==> src/rtl/gt_mf_pkg.sv <==
// Shared constants, header codes, FSM state encoding and CRC-32C step function
// for the GT metaframe scheduler.
package gt_mf_pkg;

  localparam logic [63:0] CTL_SYNC     = 64'h78F6_78F6_78F6_78F6;
  localparam logic [63:0] CTL_SKIP     = 64'h1E1E_1E1E_1E1E_1E1E;
  localparam logic [63:0] CTL_IDLE     = 64'h0700_0000_0000_0000;
  localparam logic [5:0]  CTL_SCRM_TAG = 6'h0A;
  localparam logic [5:0]  CTL_DIAG_TAG = 6'h19;

  localparam logic [1:0]  HDR_DATA = 2'b01;
  localparam logic [1:0]  HDR_CTL  = 2'b10;

  localparam logic [31:0] CRC32C_POLY = 32'h1EDC6F41;
  localparam logic [31:0] CRC32C_INIT = 32'hFFFF_FFFF;

  typedef enum logic [2:0] {
    IDLE = 3'd0,
    SYNC = 3'd1,
    SCRM = 3'd2,
    SKIP = 3'd3,
    DATA = 3'd4,
    DIAG = 3'd5
  } mf_state_e;

  // Non-reflected CRC-32C, one 64-bit word per call, data MSB first.
  function automatic logic [31:0] crc32c_step64(input logic [31:0] crc_in,
                                                input logic [63:0] data);
    logic [31:0] c;
    c = crc_in;
    for (int i = 63; i >= 0; i--) begin
      if (c[31] ^ data[i]) c = {c[30:0], 1'b0} ^ CRC32C_POLY;
      else                 c = {c[30:0], 1'b0};
    end
    return c;
  endfunction

endpackage

==> src/rtl/gt_mf_crc32c.sv <==
// 64-bit-per-cycle parallel CRC-32C accumulator. init restarts the sum from
// all-ones; with en also set, the current word is the first one folded in.
module gt_mf_crc32c
  import gt_mf_pkg::*;
(
  input  logic        clk,
  input  logic        rst,
  input  logic        init,
  input  logic        en,
  input  logic [63:0] data,
  output logic [31:0] crc
);

  always_ff @(posedge clk) begin
    if (rst) begin
      crc <= CRC32C_INIT;
    end else if (en) begin
      crc <= crc32c_step64(init ? CRC32C_INIT : crc, data);
    end else if (init) begin
      crc <= CRC32C_INIT;
    end
  end

endmodule

==> src/rtl/gt_metaframe_sched.sv <==
// Metaframe scheduler ahead of the GT TX: sync, scrambler-state, skip, payload, diag.
// Optional macro GT_MF_CRC32_EN adds a CRC-32C of words 0..LEN-2 to the diag word.
//
//  state | meaning
//  IDLE  | lane disabled, CTL_IDLE words
//  SYNC  | word 0, sync word, MF_START pulse
//  SCRM  | word 1, scrambler state snapshot
//  SKIP  | word 2, skip word
//  DATA  | words 3..LEN-2, payload or CTL_IDLE
//  DIAG  | word LEN-1, status + crc, metaframe counted
module gt_metaframe_sched
  import gt_mf_pkg::*;
#(
  parameter int METAFRAME_LEN = 2048
) (
  input  logic        USER_CLK,
  input  logic        SYSTEM_RESET,
  input  logic        ENABLE_IN,
  input  logic        TX_PAUSE_IN,
  input  logic [57:0] SCRAM_STATE_IN,
  input  logic [1:0]  STATUS_IN,
  input  logic [63:0] DATA_IN,
  input  logic [1:0]  HEADER_IN,
  input  logic        DATA_VALID_IN,
  output logic        DATA_READY_OUT,
  output logic [63:0] TX_DATA_OUT,
  output logic [1:0]  TX_HEADER_OUT,
  output logic        MF_START_OUT,
  output logic [15:0] MF_COUNT_OUT
);

  localparam logic [15:0] LAST_DATA = 16'(METAFRAME_LEN - 2);

  mf_state_e   state;
  mf_state_e   state_nxt;
  logic [15:0] word_cnt;
  logic [63:0] word_nxt;
  logic [1:0]  hdr_nxt;
  logic [31:0] crc_field;
  logic        advance;

  assign advance        = !TX_PAUSE_IN;
  assign DATA_READY_OUT = (state == DATA) && !TX_PAUSE_IN && !SYSTEM_RESET;

  always_comb begin
    state_nxt = state;
    word_nxt  = CTL_IDLE;
    hdr_nxt   = HDR_CTL;
    case (state)
      IDLE: begin
        if (ENABLE_IN) state_nxt = SYNC;
      end
      SYNC: begin
        word_nxt  = CTL_SYNC;
        state_nxt = SCRM;
      end
      SCRM: begin
        word_nxt  = {CTL_SCRM_TAG, SCRAM_STATE_IN};
        state_nxt = SKIP;
      end
      SKIP: begin
        word_nxt  = CTL_SKIP;
        state_nxt = DATA;
      end
      DATA: begin
        // An empty slot still burns a word so DIAG never slips.
        if (DATA_VALID_IN) begin
          word_nxt = DATA_IN;
          hdr_nxt  = HEADER_IN;
        end
        if (word_cnt == LAST_DATA) state_nxt = DIAG;
      end
      DIAG: begin
        word_nxt  = {CTL_DIAG_TAG, 24'h0, STATUS_IN, crc_field};
        state_nxt = ENABLE_IN ? SYNC : IDLE;
      end
      default: state_nxt = IDLE;
    endcase
  end

  always_ff @(posedge USER_CLK) begin
    if (SYSTEM_RESET) begin
      state         <= IDLE;
      word_cnt      <= 16'd0;
      TX_DATA_OUT   <= 64'd0;
      TX_HEADER_OUT <= 2'b00;
      MF_START_OUT  <= 1'b0;
      MF_COUNT_OUT  <= 16'd0;
    end else begin
      MF_START_OUT <= advance && (state == SYNC);
      if (advance) begin
        state         <= state_nxt;
        TX_DATA_OUT   <= word_nxt;
        TX_HEADER_OUT <= hdr_nxt;
        if (state == DIAG) begin
          word_cnt     <= 16'd0;
          MF_COUNT_OUT <= MF_COUNT_OUT + 16'd1;
        end else if (state != IDLE) begin
          word_cnt <= word_cnt + 16'd1;
        end
      end
    end
  end

`ifdef GT_MF_CRC32_EN
  logic [31:0] crc_reg;
  logic        crc_init;
  logic        crc_en;

  // Covers every emitted word from SYNC up to the last payload slot.
  assign crc_init = advance && (state == SYNC);
  assign crc_en   = advance && (state == SYNC || state == SCRM ||
                                state == SKIP || state == DATA);

  gt_mf_crc32c u_crc (
    .clk  (USER_CLK),
    .rst  (SYSTEM_RESET),
    .init (crc_init),
    .en   (crc_en),
    .data (word_nxt),
    .crc  (crc_reg)
  );

  assign crc_field = ~crc_reg;
`else
  assign crc_field = 32'h0;
`endif

endmodule

==> config.mk <==
export PLATFORM = sky130hd
export DESIGN_NAME = gt_metaframe_sched
export DESIGN_NICKNAME = d
export VERILOG_FILES = /design/src/rtl/gt_mf_pkg.sv /design/src/rtl/gt_mf_crc32c.sv /design/src/rtl/gt_metaframe_sched.sv
export SDC_FILE = /design/constraint.sdc
export NUM_CORES = 1
export LEC_CHECK = 0
export CAP_MARGIN = 20
export CELL_PAD_IN_SITES_DETAIL_PLACEMENT = 0
export CELL_PAD_IN_SITES_GLOBAL_PLACEMENT = 2
export CORE_MARGIN = 1.5
export CORE_UTILIZATION = 20
export DETAILED_ROUTE_END_ITERATION = 6
export PLACE_DENSITY_LB_ADDON = 0.1
export SLEW_MARGIN = 20
export SYNTH_ARGS = -nofsm -noshare
export SYNTH_HDL_FRONTEND = slang
export SYNTH_HIERARCHICAL = 1
export SYNTH_SLANG_ARGS = --single-unit
==> constraint.sdc <==
create_clock -name USER_CLK -period 2.34 [get_ports USER_CLK]
set_input_delay 0.234 -clock USER_CLK [delete_from_list [all_inputs] [get_ports USER_CLK]]
set_output_delay 0.234 -clock USER_CLK [all_outputs]
set_load 0.05 [all_outputs]
==> results.md, run 1 <==
- Peak Freq: 0.4942 GHz
- Synthesized flop and latch total: 102
- Critical path class: register to register
- Core area: 22780 um^2
- Overall power: 4.289 mW
- EDFF count, synth: 0
- Initial antenna violation count: 1
- Setup_tns: 0 ns
- Standard-cell rows: 55
- CP endpoint kind: register
- Cts repair resizes: 0
- Port Buf Inserts: 214
- Utilization after layout: 0.3322
- Syn Nets: 686
- Area growth from synthesis to layout: 62.29%
- Vias per Instance: 4.581
- Gr ovfl total: 0
- Initial DRC count: 269
- Seq/Total Area, Yosys: 0.4380
- Starting density of the core: 0.2047
- Global-route wire length before repair: 27460 um
- Area leader, netlist: dfxtp_1
- Max Clock Skew: 0.008793 ns
- Reg2Reg Setup Slack: 0.32 ns
- Via count: 4934
- Reg-to-Reg Start: state[2]
- Main synth FF type: dfxtp_1
- Tcrit/Tclk final: 0.8648
- Outcome: finished, final reports clean
- Vias in the first global route: 4841
- Top post-synthesis cells by count: dfxtp_1, nand2_1, nor2_1
- Max Cap Viol: 0
- CP Max Fanout: 22
- CTS Sinks: 102
- Die width: 155.7 um
- First-pass iteration count of the detailed router: 6
- Lkg Pwr: 2.579 nW
- Post-synth top area share: 0.4380
- Worst hold path type: primary input to register
- Hold slack: 0.2492 ns
- Synth Cell Area: 4662 um^2
- Required time of the critical path: 2.57 ns
- Die H: 155.7 um
- Final Routed Wirelength: 18110 um
- Peak supply drop: 0.0002986 V
- Cells after synthesis: 550
- Most frequent cell after synthesis: dfxtp_1
- Share of flip-flops with an asynchronous set or reset: 0
- Post-route ant nets: 0
- Largest net degree at the start of global routing: 40
- # setup viols final: 0
- Avg WL per Cell: 16.82 um
- Die area: 24230 um^2
- CTS Buf Count: 9
- IO Count: 215
- Global placer's final weighted congestion: 0.7578
- Post-DP HPWL: 13280 um
- Design Area, Final: 7566 um^2
- HP Start: SYSTEM_RESET
- R2R depth: 6
- Gr usage total: 0.1468
- Actual slew at the worst max-slew pin: 0.5679 ns
- Hold Vio Cnt, Final: 0
- DRC violations left: 0
- Syn Area/Cell: 8.476 um^2
- Post-DP Area: 7242 um^2
- Final Slew Violations: 0
- Count of cell types in the netlist: 48
- Antenna diode count: 0
- CTS tree: built
- Ys Warns: 6
- Root buffer cell: clkbuf_16
- CTS clk-pin slew, worst paths: 0.07 ns
- Synth area leaders: dfxtp_1, a221oi_1, o21ai_0
- Fraction of layout cells with a size suffix above 1: 0.07723
- Total setup buffers inserted after CTS: 0
- Worst slew margin: 0.6202
- CTS max path bufs: 2
- Final Critical Period: 2.024 ns
- Hold depth: 2
- RSZ-0062 raised after global routing: false
- Arrival time worst endpoint: 2.25 ns
- Clock Latency Late Sink: 0.35 ns
- Critical path launch point type: register
- # hold bufs at CTS: 0
- H-tree Lvls: 3
- Final #Nets: 895
- Cell area power density: 566.8 nW/um^2
- Hold Path End: TX_DATA_OUT[29]
- R2R Path End: TX_DATA_OUT[16]
flip-flops by register name (all words and copies together) (netlist names):
register / flops
state: 3
MF_START_OUT: 1
MF_COUNT_OUT: 16
word_cnt: 16
TX_DATA_OUT: 64
TX_HEADER_OUT: 2
worst max path at each step:
stage | start | depth (start not counted) | to | slack, ns
5_1_grt | state[2] | 6 | TX_DATA_OUT[15] | 0.16
2_1_floorplan | state[2] | 8 | TX_DATA_OUT[0] | 0.13
6_report | state[2] | 6 | TX_DATA_OUT[16] | 0.32
3_5_place_dp | state[2] | 6 | TX_DATA_OUT[47] | 0.33
3_3_place_gp | DATA_VALID_IN | 5 | TX_DATA_OUT[17] | 0.37
4_1_cts | state[2] | 6 | TX_DATA_OUT[10] | 0.32
where the power goes:
part           total, mW  internal (mW)  switching (mW)  leakage [nW]
logic              0.827          0.400           0.427          1.60
registers           1.80           1.77          0.0311         0.824
clock network       1.66          0.970           0.689         0.156
worst max-delay path, cell delays in order, from the launching register on:
cell      delay, ns
dfxtp_1        0.52
inv_1          0.21
ha_1           0.45
nor4b_4        0.07
buf_4          0.23
a222oi_1       0.33
nor2_1         0.07
cell families (layout without fill, tap and decap cells):
group / Yosys count / in the layout / synth area share
AO/OA/AOI/OAI: 160 / 160 / 0.2362
XOR/XNOR: 17 / 17 / 0.03194
adder cells (fa/ha/maj): 5 / 5 / 0.01342
buffers and inverters: 54 / 268 / 0.04911
flip-flops: 102 / 102 / 0.4380
multiplexers: 2 / 2 / 0.004294
AND/OR/NAND/NOR: 210 / 210 / 0.2271
layer usage:
metal / GRT usage / vias to the layer above / routed length [um]
li1: - / 2442 / -
met1: 0.1940 / 2304 / 8570
met2: 0.2230 / 175 / 7717
met3: 0.05667 / 13 / 1608
met4: 0.03764 / 0 / 218
met5: 0 / - / 0
cell usage in the layout, fill, tap and decap left out, drive strengths merged, types with 8 or more instances in the layout:
master	Yosys	final
clkbuf	24	11
inv	11	12
buf	19	30
a21oi	30	30
dfxtp	102	102
nand3	12	12
xnor2	11	11
nor3	9	9
o21ai	49	49
a221oi	32	32
nand4	9	9
clkdlybuf4s50	0	211
a222oi	18	18
nor4	8	8
nand2	64	64
or3	11	11
nor2	61	61
final cells by class:
class,instances,area (um^2)
clock buffer,11,242.7
clock inverter,5,81.33
fill,2404,15210
inverter,11,41.29
multi-input combinational,394,2422
sequential,102,2042
tap,313,391.6
timing repair buffer,241,2345
through the flow:
step | worst slack [ns] | cells
floorplan | 0.1312 | 550
global route | 0.1613 | 1077
finish | 0.3165 | 1077
detailed placement | 0.3319 | 1061
global placement | 0.3710 | 1061
CTS | 0.3188 | 1077
Power figures use the tool's default switching activity.
==> run 2: changes to the inputs <==
Settings changed: CORE_MARGIN 1.5 to 2.
==> run 2 against run 1 <==
  * Critical path depth is the same
  * Register-to-register slack lost 0.06 ns
  * Cell count is the same
  * Critical path type unchanged
  * Sequential power is essentially flat
  * Via count shrank 1.3%
  * Fmax shrank 2.8%
  * Final area shrank 0.61%
  * Utilization shrank 0.20 points
  * Hold slack gained 0.023 ns
==> results.md, run 2 (synthesis gave the netlist of run 1 again) <==
- Port Buf Inserts: 214 (unchanged)
- Hold Vio Cnt, Final: 0 (unchanged)
- Reg2Reg Setup Slack: 0.26 ns (-0.06 ns)
- Standard-cell rows: 55 (unchanged)
- Final Slew Violations: 0 (unchanged)
- Outcome: finished, final reports clean
- Worst slew margin: 0.6181 (-0.002127)
- Cell with the largest stage delay on the worst path: dfxtp_1
- CTS clk-pin slew, worst paths: 0.07 ns (about the same)
- Initial antenna violation count: 1 (unchanged)
- Reg power frac: 0.441 (+0.021)
- Utilization after layout: 0.3301 (-0.002032)
- Die width: 156.7 um (+0.64%)
- Top reg by flops: TX_DATA_OUT
- CTS max path bufs: 2 (unchanged)
- CTS tree: built
- R2R Path End: TX_DATA_OUT[9]
- Root buffer cell: clkbuf_16
- Fraction of layout cells with a size suffix above 1: 0.07723 (unchanged)
- Die H: 156.7 um (+0.64%)
- H-tree Lvls: 3 (unchanged)
- Initial DRC count: 283 (+5.2%)
- Most frequent cells in the layout: clkdlybuf4s50_1, dfxtp_1, nand2_1, nor2_1, o21ai_0
- DRC violations left: 0 (unchanged)
- Required time of the critical path: 2.63 ns (+0.06 ns)
- # setup viols final: 0 (unchanged)
- Post-DP HPWL: 13430 um (+1.2%)
- Final Routed Wirelength: 18140 um (+0.15%)
- Critical path, cell by cell: inv_1, ha_1, nor4b_4, buf_4, a22oi_1, a21oi_1
- Biggest regs: TX_DATA_OUT x64, MF_COUNT_OUT x16, word_cnt x16
- Reg-to-Reg Start: state[2]
- Gate power share: 0.202 (+0.009)
- Internal power consumption: 2.923 mW (-7.0%)
- Max FFs per register: 64 (unchanged)
- Peak supply drop: 0.0002886 V (-3.4%)
- First-pass iteration count of the detailed router: 5 (-1)
- Hold depth: 3 (+1)
- Global placer's final weighted congestion: 0.7385 (-2.5%)
- Arrival time worst endpoint: 2.37 ns (+0.12 ns)
- R2R depth: 6 (unchanged)
- # hold bufs at CTS: 0 (unchanged)
- Post-route ant nets: 0 (unchanged)
- Setup_tns: 0 ns (unchanged)
- HP Start: TX_PAUSE_IN
- Largest net degree at the start of global routing: 40 (unchanged)
- Area growth from synthesis to layout: 61.30%
- Antenna diode count: 0 (unchanged)
- Hold Path End: word_cnt[1]
- Clk pwr share: 0.357 (-0.030)
- Switching Power: 1.159 mW (+1.1%)
- Die area: 24550 um^2 (+1.3%)
- CTS Sinks: 102 (unchanged)
- Critical path launch point type: register
- Total setup buffers inserted after CTS: 0 (unchanged)
- Gr usage total: 0.1473 (+0.0004981)
- Vias per Instance: 4.522 (-1.3%)
- Max Cap Viol: 0 (unchanged)
- Critical path class: register to register
- Global-route wire length before repair: 27780 um (+1.2%)
- Commonest non-fill, non-tap cell in the layout: clkdlybuf4s50_1
- Clock Latency Late Sink: 0.35 ns (about the same)
- Via count: 4870 (-1.3%)
- Final Critical Period: 2.081 ns (+0.05761 ns)
- Peak Freq: 0.4805 GHz (-2.8%)
- CTS Buf Count: 9 (unchanged)
- Avg WL per Cell: 16.84 um (+0.15%)
- CP max stage delay: 0.56 ns (+0.04 ns)
- Final #Nets: 895 (unchanged)
- CP endpoint kind: register
- Core area: 22780 um^2 (unchanged)
- Tcrit/Tclk final: 0.8894 (+0.02462)
- Actual slew at the worst max-slew pin: 0.5711 ns (+0.003180 ns)
- Starting density of the core: 0.2047 (unchanged)
- IO Count: 215 (unchanged)
- Switching Share: 0.2840 (+0.01673)
- Lkg Pwr: 2.560 nW (-0.74%)
- CP Max Fanout: 22 (unchanged)
- Vias in the first global route: 4905 (+1.3%)
- Gr ovfl total: 0 (unchanged)
- RSZ-0062 raised after global routing: false
- Max Clock Skew: 0.007108 ns (-0.001685 ns)
- Worst hold path type: primary input to register
- Cell area power density: 542.9 nW/um^2 (-4.2%)
- Cts repair resizes: 0 (unchanged)
run 2: cell types whose count changed in the layout (fill, tap and decap cells not counted), sizes merged:
| cell | before | now |
|---|---|---|
| clkinv | 1 | 4 |
| inv | 12 | 11 |
| bufinv | 2 | 0 |
run 2: worst max-delay path by stage:
stage	startpoint	end	slack, ns
global placement	state[2]	TX_DATA_OUT[50]	0.40
floorplan	state[2]	TX_DATA_OUT[0]	0.13
global route	state[2]	TX_DATA_OUT[4]	0.05
finish	state[2]	TX_DATA_OUT[9]	0.26
detailed placement	state[2]	TX_DATA_OUT[31]	0.27
CTS	state[2]	TX_DATA_OUT[55]	0.25
run 2: area by class of cell:
type	count	area, um^2
fillers	2393	15260
multi-input cells	394	2422
repair buffers	241	2345
flip-flops and latches	102	2042
well taps	313	391.6
clock buffers	11	242.7
inverters	11	41.29
clock inverters	5	35.03
run 2: per-layer routing:
metal | share of wire | track usage | routed length (um) | vias to the layer above
li1 | - | - | - | 2439
met1 | 0.45 | 0.1882 | 8136 | 2248
met2 | 0.44 | 0.2305 | 8054 | 168
met3 | 0.096 | 0.05705 | 1733 | 13
met4 | 0.011 | 0.04150 | 204 | 2
met5 | 0.00066 | 0 | 12 | -
run 2: power by group through the flow:
stage / combinational, mW / sequential [mW] / clock, mW
6_report: 0.823 / 1.80 / 1.46
5_1_grt: 0.896 / 1.81 / 1.59
4_1_cts: 0.836 / 1.80 / 1.52
3_5_place_dp: 0.833 / 1.84 / 0
3_3_place_gp: 0.831 / 1.84 / 0
2_1_floorplan: 0.302 / 1.94 / 0
run 2: critical path: cells and delay by family, from the launching register on:
family	cells	cell delay, ns
AOI/OAI and AO/OA	2	0.27
and+or+nand+nor	1	0.23
adders and majority gates	1	0.42
DFF	1	0.56
buffers and inverters	2	0.53
run 2: stage by stage:
| stage | hold WS, ns | instance area (um^2) | setup WS (ns) | power (mW) | cells |
|---|---|---|---|---|---|
| final | 0.2717 | 7520 | 0.2588 | 4.082 | 1077 |
| after global routing | 0.2904 | 7520 | 0.04885 | 4.298 | 1077 |
| after CTS | 0.2646 | 7520 | 0.2549 | 4.161 | 1077 |
| after detailed placement | 0.4434 | 7242 | 0.2695 | 2.674 | 1061 |
| after global placement | 0.4333 | 7242 | 0.3989 | 2.671 | 1061 |
| after floorplan | 0.3781 | 4662 | 0.1312 | 2.237 | 550 |
